$ cat src/rtl/axi4_lite_reg_slave.sv
// AXI4-Lite slave exposing NUM_REGS DATA_WIDTH-bit registers, with independent read/write channels.
// Define AXI4_LITE_REG_SLAVE_STRB_EN to add the WSTRB port and byte-lane write enables.
module axi4_lite_reg_slave #(
  parameter int ADDR_WIDTH = 32,
  parameter int DATA_WIDTH = 32,
  parameter int NUM_REGS   = 16
) (
  input  logic                           ACLK,
  input  logic                           ARESETN,
  input  logic [ADDR_WIDTH-1:0]          AWADDR,
  input  logic                           AWVALID,
  output logic                           AWREADY,
  input  logic [DATA_WIDTH-1:0]          WDATA,
`ifdef AXI4_LITE_REG_SLAVE_STRB_EN
  input  logic [DATA_WIDTH/8-1:0]        WSTRB,
`endif
  input  logic                           WVALID,
  output logic                           WREADY,
  output logic [1:0]                     BRESP,
  output logic                           BVALID,
  input  logic                           BREADY,
  input  logic [ADDR_WIDTH-1:0]          ARADDR,
  input  logic                           ARVALID,
  output logic                           ARREADY,
  output logic [DATA_WIDTH-1:0]          RDATA,
  output logic [1:0]                     RRESP,
  output logic                           RVALID,
  input  logic                           RREADY,
  output logic [NUM_REGS*DATA_WIDTH-1:0] regs_o
);

  localparam int STRB_W = DATA_WIDTH / 8;
  localparam int LSB    = $clog2(STRB_W);
  localparam int IDX_W  = $clog2(NUM_REGS);
  localparam logic [ADDR_WIDTH:0] ADDR_LIMIT = (ADDR_WIDTH + 1)'(NUM_REGS * STRB_W);
  localparam logic [1:0] RESP_OKAY   = 2'b00;
  localparam logic [1:0] RESP_SLVERR = 2'b10;

  typedef enum logic [1:0] {W_IDLE, W_HAVE_ADDR, W_HAVE_DATA, W_RESP} wstate_t;
  typedef enum logic {R_IDLE, R_DATA} rstate_t;

  wstate_t               r_wstate;
  rstate_t               r_rstate;
  logic                  r_up;
  logic [ADDR_WIDTH-1:0] r_awaddr;
  logic [DATA_WIDTH-1:0] r_wdata;
  logic [STRB_W-1:0]     r_wstrb;
  logic [1:0]            r_bresp;
  logic [DATA_WIDTH-1:0] r_rdata;
  logic [1:0]            r_rresp;
  logic [DATA_WIDTH-1:0] r_regs [NUM_REGS];

  logic                  w_aw_hs, w_w_hs, w_ar_hs;
  logic [STRB_W-1:0]     w_strb;
  logic                  w_commit;
  logic [ADDR_WIDTH-1:0] w_cmt_addr;
  logic [DATA_WIDTH-1:0] w_cmt_data;
  logic [STRB_W-1:0]     w_cmt_strb;
  logic                  w_cmt_ok;
  logic [IDX_W-1:0]      w_cmt_idx;
  logic                  w_rd_ok;
  logic [IDX_W-1:0]      w_rd_idx;

`ifdef AXI4_LITE_REG_SLAVE_STRB_EN
  assign w_strb = WSTRB;
`else
  assign w_strb = '1;
`endif

  function automatic logic in_range(input logic [ADDR_WIDTH-1:0] a);
    return {1'b0, a} < ADDR_LIMIT;
  endfunction

  // r_up holds every ready low until the first clock edge after reset release.
  always_ff @(posedge ACLK or negedge ARESETN) begin
    if (!ARESETN) r_up <= 1'b0;
    else          r_up <= 1'b1;
  end

  assign AWREADY = r_up && (r_wstate == W_IDLE || r_wstate == W_HAVE_DATA);
  assign WREADY  = r_up && (r_wstate == W_IDLE || r_wstate == W_HAVE_ADDR);
  assign ARREADY = r_up && (r_rstate == R_IDLE);
  assign BVALID  = (r_wstate == W_RESP);
  assign BRESP   = BVALID ? r_bresp : RESP_OKAY;
  assign RVALID  = (r_rstate == R_DATA);
  assign RDATA   = r_rdata;
  assign RRESP   = r_rresp;

  assign w_aw_hs = AWVALID && AWREADY;
  assign w_w_hs  = WVALID && WREADY;
  assign w_ar_hs = ARVALID && ARREADY;

  // The commit takes whichever half arrives live this cycle and the latched copy of the other.
  always_comb begin
    w_commit   = 1'b0;
    w_cmt_addr = r_awaddr;
    w_cmt_data = r_wdata;
    w_cmt_strb = r_wstrb;
    case (r_wstate)
      W_IDLE: if (w_aw_hs && w_w_hs) begin
        w_commit   = 1'b1;
        w_cmt_addr = AWADDR;
        w_cmt_data = WDATA;
        w_cmt_strb = w_strb;
      end
      W_HAVE_ADDR: if (w_w_hs) begin
        w_commit   = 1'b1;
        w_cmt_data = WDATA;
        w_cmt_strb = w_strb;
      end
      W_HAVE_DATA: if (w_aw_hs) begin
        w_commit   = 1'b1;
        w_cmt_addr = AWADDR;
      end
      default: ;
    endcase
  end

  assign w_cmt_ok  = in_range(w_cmt_addr);
  assign w_cmt_idx = w_cmt_addr[LSB +: IDX_W];
  assign w_rd_ok   = in_range(ARADDR);
  assign w_rd_idx  = ARADDR[LSB +: IDX_W];

  always_ff @(posedge ACLK or negedge ARESETN) begin
    if (!ARESETN) begin
      r_wstate <= W_IDLE;
      r_awaddr <= '0;
      r_wdata  <= '0;
      r_wstrb  <= '0;
      r_bresp  <= RESP_OKAY;
    end else begin
      case (r_wstate)
        W_IDLE: begin
          if (w_commit) begin
            r_wstate <= W_RESP;
          end else if (w_aw_hs) begin
            r_awaddr <= AWADDR;
            r_wstate <= W_HAVE_ADDR;
          end else if (w_w_hs) begin
            r_wdata  <= WDATA;
            r_wstrb  <= w_strb;
            r_wstate <= W_HAVE_DATA;
          end
        end
        W_HAVE_ADDR, W_HAVE_DATA: if (w_commit) r_wstate <= W_RESP;
        W_RESP: if (BREADY) r_wstate <= W_IDLE;
        default: r_wstate <= W_IDLE;
      endcase
      if (w_commit) r_bresp <= w_cmt_ok ? RESP_OKAY : RESP_SLVERR;
    end
  end

  always_ff @(posedge ACLK or negedge ARESETN) begin
    if (!ARESETN) begin
      r_regs <= '{default: '0};
    end else if (w_commit && w_cmt_ok) begin
      for (int unsigned b = 0; b < STRB_W; b++) begin
        if (w_cmt_strb[b]) r_regs[w_cmt_idx][b*8 +: 8] <= w_cmt_data[b*8 +: 8];
      end
    end
  end

  // Read data is sampled from r_regs before any same-edge write lands.
  always_ff @(posedge ACLK or negedge ARESETN) begin
    if (!ARESETN) begin
      r_rstate <= R_IDLE;
      r_rdata  <= '0;
      r_rresp  <= RESP_OKAY;
    end else begin
      case (r_rstate)
        R_IDLE: if (w_ar_hs) begin
          r_rdata  <= w_rd_ok ? r_regs[w_rd_idx] : '0;
          r_rresp  <= w_rd_ok ? RESP_OKAY : RESP_SLVERR;
          r_rstate <= R_DATA;
        end
        R_DATA: if (RREADY) begin
          r_rdata  <= '0;
          r_rresp  <= RESP_OKAY;
          r_rstate <= R_IDLE;
        end
        default: r_rstate <= R_IDLE;
      endcase
    end
  end

  for (genvar g = 0; g < NUM_REGS; g++) begin : g_regs_o
    assign regs_o[g*DATA_WIDTH +: DATA_WIDTH] = r_regs[g];
  end

endmodule

$ cat config.mk
export PLATFORM = sky130hd
export DESIGN_NAME = axi4_lite_reg_slave
export DESIGN_NICKNAME = d
export VERILOG_FILES = /design/src/rtl/axi4_lite_reg_slave.sv
export SDC_FILE = /design/constraint.sdc
export NUM_CORES = 1
export LEC_CHECK = 0
export ABC_AREA = 1
export ABC_CLOCK_PERIOD_IN_PS = 3400
export CORE_MARGIN = 5
export CORE_UTILIZATION = 35
export CTS_CLUSTER_DIAMETER = 30
export DETAILED_ROUTE_END_ITERATION = 10
export MAX_ROUTING_LAYER = met4
export PLACE_DENSITY = 0.59
export SETUP_SLACK_MARGIN = 0.02
export SLEW_MARGIN = 20
export SYNTH_ARGS = -nofsm -noshare
export SYNTH_HDL_FRONTEND = slang
export SYNTH_SLANG_ARGS = --single-unit
$ cat constraint.sdc
create_clock -name ACLK -period 3.4 [get_ports ACLK]
set_input_delay 0.51 -clock ACLK [delete_from_list [all_inputs] [get_ports ACLK]]
set_output_delay 0.51 -clock ACLK [all_outputs]
set_load 0.02 [all_outputs]
Yosys cells after proc, flatten, opt, wreduce, memory -nomap -nowiden

Index checks and enable logic that the tools add are counted.

Register bits: 620
Latch bits: 0
RAM bits: 0
Bits in read-only memories: 0
Word-level logic and storage cells: 114
Memories kept: 0

$add $sub $neg: 0
Multiply operators: 0
Divide/modulo/power cells: 0
$lt $le $gt $ge: 5
Eq/ne operators: 8
Shift operators: 0
Mux-type cells: 54
Bitwise operators: 5
Reductions and logical operators: 17

Operators by type and width:

| operator              | count |
|---|---|
| $mux W512             | 7 |
| $bwmux W512           | 4 |
| $demux W32 S4         | 4 |
| $mux W32              | 10 |
| $pmux W32 S2          | 3 |
| $bmux W32 S4          | 1 |
| $lt A32 B7 Y1 const B | 2 |
| $mux W24              | 1 |
| $mux W2               | 10 |
| $mux W16              | 1 |
| $ge A5 B5 Y1 const B  | 2 |
| $not A4 Y5            | 2 |
| $logic_and A1 B1 Y1   | 9 |
| $mux W4               | 2 |
| $mux W8               | 1 |
| $pmux W4 S2           | 1 |
| $ne A2 B2 Y1 const B  | 3 |
| $pmux W2 S3           | 1 |
| $reduce_and A3 Y1     | 2 |
| $lt A5 B1 Y1 const B  | 1 |
| $mux W1               | 5 |
| $eq A2 B2 Y1 const B  | 2 |
| $ne A4 B4 Y1 const B  | 1 |
| $pmux W2 S2           | 1 |
| other kinds (9)       | 13 |

Logic depth before layout (Yosys ltp)

Depth after elaboration: 23
Depth in mapped cells: 19
Depth with buffers taken out: 17

Worst setup path before layout

OpenSTA, ideal clock, no wires.

Path type: register to register
Start point: reg r_wstate[1]
End point: reg r_regs, in the netlist regs_o[479]
Setup time: 120 ps
Arrival time: 2,764 ps
Setup slack: 516 ps
Stages on the path, launching flop included: 17
Path buffers: 1
Period minus slack after synthesis: 2,884 ps
Path through: dfrtp_1 > inv_1 > ha_1 > buf_2 > nor2_2 > nor2_1 > nand2_1 > nor2_1 > nand2_1 > nand2_1 > nand2_1 > nand2_1 > nand2_1 > nor2_2 > nand4_2 > nand2_1 > nand2_1

Longest elaborated chain between the ends: 20

Ends and longest elaborated chain:

| element                                          | RTL line | text |
|---|---|---|
| start: declaration                               | 42       | `wstate_t r_wstate;` |
| start signal: assignment                         | 126      | `r_wstate <= W_IDLE;` |
| start signal: assignment                         | 135      | `r_wstate <= W_RESP;` |
| start signal: assignment                         | 138      | `r_wstate <= W_HAVE_ADDR;` |
| $eq A2 B1 Y1 or $logic_not A2 Y1 (tied branches) | 81       | `assign WREADY = r_up && (r_wstate == W_IDLE \|\| r_wstate == W_HAVE_ADDR);` |
| $logic_or A1 B1 Y1 (*)                           | 81       |  |
| $logic_and A1 B1 Y1 (*)                          | 81       |  |
| named net WREADY                                 | 18       | `output logic WREADY,` |
| $logic_and A1 B1 Y1 (*)                          | 90       | `assign w_w_hs = WVALID && WREADY;` |
| $logic_and A1 B1 Y1                              | 100      | `W_IDLE: if (w_aw_hs && w_w_hs) begin` |
| $mux W32                                         | 100      |  |
| $pmux W32 S2                                     | 99       | `case (r_wstate)` |
| (+5 left out)                                    | --       |  |
| $bwmux W512                                      | 158      | `if (w_cmt_strb[b]) r_regs[w_cmt_idx][b*8 +: 8] <= w_cmt_data[b*8 +: 8];` |
| $mux W512                                        | 158      |  |
| $mux W512                                        | 156      | `end else if (w_commit && w_cmt_ok) begin` |
| $bwmux W512                                      | 158      |  |
| $mux W512                                        | 158      |  |
| $mux W512                                        | 156      |  |
| $bwmux W512                                      | 158      |  |
| $mux W512                                        | 158      |  |
| end signal: indexed assignment                   | 158      |  |
| end: declaration                                 | 51       | `logic [DATA_WIDTH-1:0] r_regs [NUM_REGS];` |

Mark *: on every way through the listed nets, which the timed path passes. The rest lies on a longest branch. The select of a mux whose other input is x is not followed.
A chain may end at the register's enable or synchronous reset.

Worst setup path after layout

Start point: reg r_wstate[0]
End point: out AWREADY

Longest elaborated chain between the ends: 3

Ends and longest elaborated chain:

| element                                          | RTL line | text |
|---|---|---|
| $eq A2 B2 Y1 or $logic_not A2 Y1 (tied branches) | 80       | `assign AWREADY = r_up && (r_wstate == W_IDLE \|\| r_wstate == W_HAVE_DATA);` |
| $logic_or A1 B1 Y1 (*)                           | 80       |  |
| $logic_and A1 B1 Y1 (*)                          | 80       |  |
| end: declaration                                 | 12       | `output logic AWREADY,` |

Mark *: on every way between the ends. The rest lies on a longest branch, timed or not.

==> flow_metrics.env <==
export IMPL_status="completed"
export IMPL_hp_class="primary input to flop"
export IMPL_die_w_um=313
export IMPL_vias_per_cell=5.64
export IMPL_synth_top_area_share_pct=48.1
export IMPL_vias=34735
export IMPL_synthArstFlopShare_pct=100
export IMPL_synth_edf_count=0
export IMPL_worstPathArrival_ns=2.72
export IMPL_wl_mm=149
export IMPL_fill_cells=8550
export IMPL_cap_violations=0
export IMPL_power_per_cell_area_mw_per_mm2=726
export IMPL_cts_tree="yes"
export IMPL_fmax_ghz=0.310
export IMPL_synthCells=4129
export IMPL_initial_utilization_pct=35.1
export IMPL_synth_area_leader_cell="dfrtp_1"
export IMPL_drive_gt1_share_pct=12.5
export IMPL_clock_path_buffers=3
export IMPL_startpoint_type="flop"
export IMPL_ant_nets=0
export IMPL_p_total_mw=34.2
export IMPL_grt_overflow=0
export IMPL_dr_pass1_iters=6
export IMPL_p_leak_nw=22.1
export IMPL_die_area_sq_mm=0.0977
export IMPL_root_buffer="clkbuf_16"
export IMPL_worst_setup_path_type="flop to primary output"
export IMPL_hpwl_mm=107
export IMPL_yosysSeqAreaShare_pct=48.1
export IMPL_coreArea_sq_mm=0.0912
export IMPL_yosys_top_cells_area="dfrtp_1, nand2_1, nand4_1"
export IMPL_cts_max_level=4
export IMPL_mappedNetlistArea_sq_mm=0.0321
export IMPL_cpMaxStageDelayCell="clkdlybuf4s50_1"
export IMPL_slowest_delay_ns=0.63
export IMPL_relSlewSlack_pct=44.4
export IMPL_period_needed_ns=3.23
export IMPL_grt_max_degree=87
export IMPL_num_io_pins=656
export IMPL_fin_nets=4946
export IMPL_period_share_pct=94.9
export IMPL_ff_latch_area_sq_mm=0.0154
export IMPL_crit_fanout=17
export IMPL_synth_warnings=0
export IMPL_grt_pass1_vias=33271
export IMPL_stdcell_area_sq_mm=0.0471
export IMPL_setup_viol=0
export IMPL_clock_sinks=616
export IMPL_placed_cell_area_sq_mm=0.0411
export IMPL_track_usage_pct=30.3
export IMPL_synthToLayoutAreaGrowth_pct=47.1
export IMPL_ir_drop_uv=554
export IMPL_worstPathCellList="inv_1, ha_1, buf_4, nor2_1, nor2_2, buf_4, clkdlybuf4s50_1"
export IMPL_multi_input_area_sq_mm=0.0150
export IMPL_synth_distinct_cells=40
export IMPL_gp_congestion=0.946
export IMPL_cpMostUsedCell="buf_4"
export IMPL_finClkSkew_ns=0.0395
export IMPL_critical_path_buf_inv_count=4
export IMPL_post_synth_top_count_cell="nand2_1"
export IMPL_finalHoldViolCount=0
export IMPL_drc=0
export IMPL_io_buffers=649
export IMPL_cts_buffers=167
export IMPL_std_cell_rows=111
export IMPL_rsz0062_at_grt="yes"
export IMPL_antenna_found_initial=2
export IMPL_synth_common_cells="nand2_1, dfrtp_1, nand4_1"
export IMPL_detail_route_iter0_violations=3722
export IMPL_die_h_um=313
export IMPL_drv_slew=0
export IMPL_clk_pin_slew_ns=0.05
export IMPL_grt_pass1_wl_mm=222
export IMPL_wire_per_inst_um=24.3
export IMPL_worst_pin_slew_ns=0.834
export IMPL_required_ns=2.89
export IMPL_cp_end_kind="primary output"
export IMPL_clk_latency_ns=0.76
export IMPL_synth_avg_cell_area_sq_um=7.76
export IMPL_ys_ff_latch=616
export IMPL_cp_top_family="buffers and inverters"
export IMPL_synth_ff_type="dfrtp_1"
==> state kept, by name (all words and copies together) (netlist names) <==
register and flops:
regs_o 512, RDATA 32, r_wdata 32, r_awaddr 30
r_wstrb 4, r_wstate 2, RRESP 1, RVALID 1
r_bresp 1, r_up 1
==> worst reg2reg max path, cell delays in order (launching register included) <==
cell and delay, ns:
dfrtp_1 0.40, inv_1 0.17, ha_1 0.22, inv_2 0.09, nand2_4 0.12, nand3_2 0.10, inv_1 0.16, nand2_1 0.12
nand2_1 0.09, nand2_1 0.14, nand2_1 0.09, nand2_1 0.17, inv_2 0.12, nand2_2 0.18, nor2_4 0.19, buf_12 0.19
nand4_2 0.29, nand2_1 0.16, nand2_1 0.06
==> logic make-up after synthesis <==
group	count (synthesis)	synth area share, %
AO/OA/AOI/OAI	490	9.38
adder cells (fa/ha/maj)	5	0.195
buffers and inverters	463	5.98
flip-flops	616	48.1
other	2	0.0234
AND/OR/NAND/NOR	2553	36.3
==> worst paths after layout <==
| path | slack [ns] | cells past startpoint | start | endpoint |
|---|---|---|---|---|
| setup / recovery | 0.17 | 7 | r_wstate[0] | AWREADY |
| hold reg to reg | 0.48 | 2 | r_wstrb[3] | r_wstrb[3] |
| setup reg to reg | 0.21 | 18 | r_wstate[0] | regs_o[188] |
| hold / removal | 0.26 | 3 | ARADDR[4] | RDATA[16] |
| max in group asynchronous | 2.09 | 3 | ARESETN | r_awaddr[24] |
| min in group asynchronous | 0.32 | 2 | ARESETN | regs_o[426] |
==> cell usage in the layout (no fill, tap or decap), types with 54 or more instances in the layout <==
cell             instances
a22oi_1                 64
dfrtp_1                616
clkbuf_16              167
nand3_1                139
buf_12                  54
nand2_1               1731
inv_1                   94
clkdlybuf4s50_1        645
buf_4                  195
o21ai_0                100
a21oi_1                210
nand4_1                553
==> per-layer routing <==
metal | vias to the layer above | wire length (um) | track usage (%)
met5 | - | 0 | -
met4 | 0 | 4500 | 9.58
met3 | 222 | 15800 | 9.34
met2 | 1822 | 65300 | 43.7
met1 | 16937 | 63900 | 41.0
li1 | 15754 | - | -
==> timing repair <==
| action | 4_1_cts | 5_1_grt |
|---|---|---|
| buffers inserted | 0 | 3 |
| setup endpoints to repair | 0 | 512 |
| resized for setup | 0 | 30 |
| hold buffers | 1 | 0 |
| endpoints found under the hold margin | 47 | 0 |
==> where the power goes <==
| part | leakage [nW] | internal [mW] | switching (mW) | total (mW) |
|---|---|---|---|---|
| combinational | 10.7 | 2.83 | 6.78 | 9.61 |
| sequential | 8.50 | 8.08 | 0.675 | 8.75 |
| clock | 2.84 | 10.9 | 4.96 | 15.9 |
| total | 22.1 | 21.8 | 12.4 | 34.2 |
==> final cells by class <==
cell class | instances | area share [%]
diodes | 2 | 0.0106
clock buffers | 228 | 10.1
clock inverters | 76 | 2.11
inverters | 103 | 0.847
multi-input cells | 3051 | 31.8
flip-flops and latches | 616 | 32.7
well taps | 1186 | 3.15
repair buffers | 899 | 19.2
==> through the flow <==
stage               instances  worst slack, ns  utilization (%)  TNS, ns  hold WS, ns
finish                   6161            0.175             51.7        0        0.257
global route             6161          -0.0229             51.7   -0.102        0.286
CTS                      6156           0.0630             51.3        0        0.219
detailed placement       5851           0.0884             45.0        0        0.471
global placement         5851            0.160             45.0        0        0.466
floorplan                4130            0.516                -        0        0.214
(Power assumes the default switching activity.)
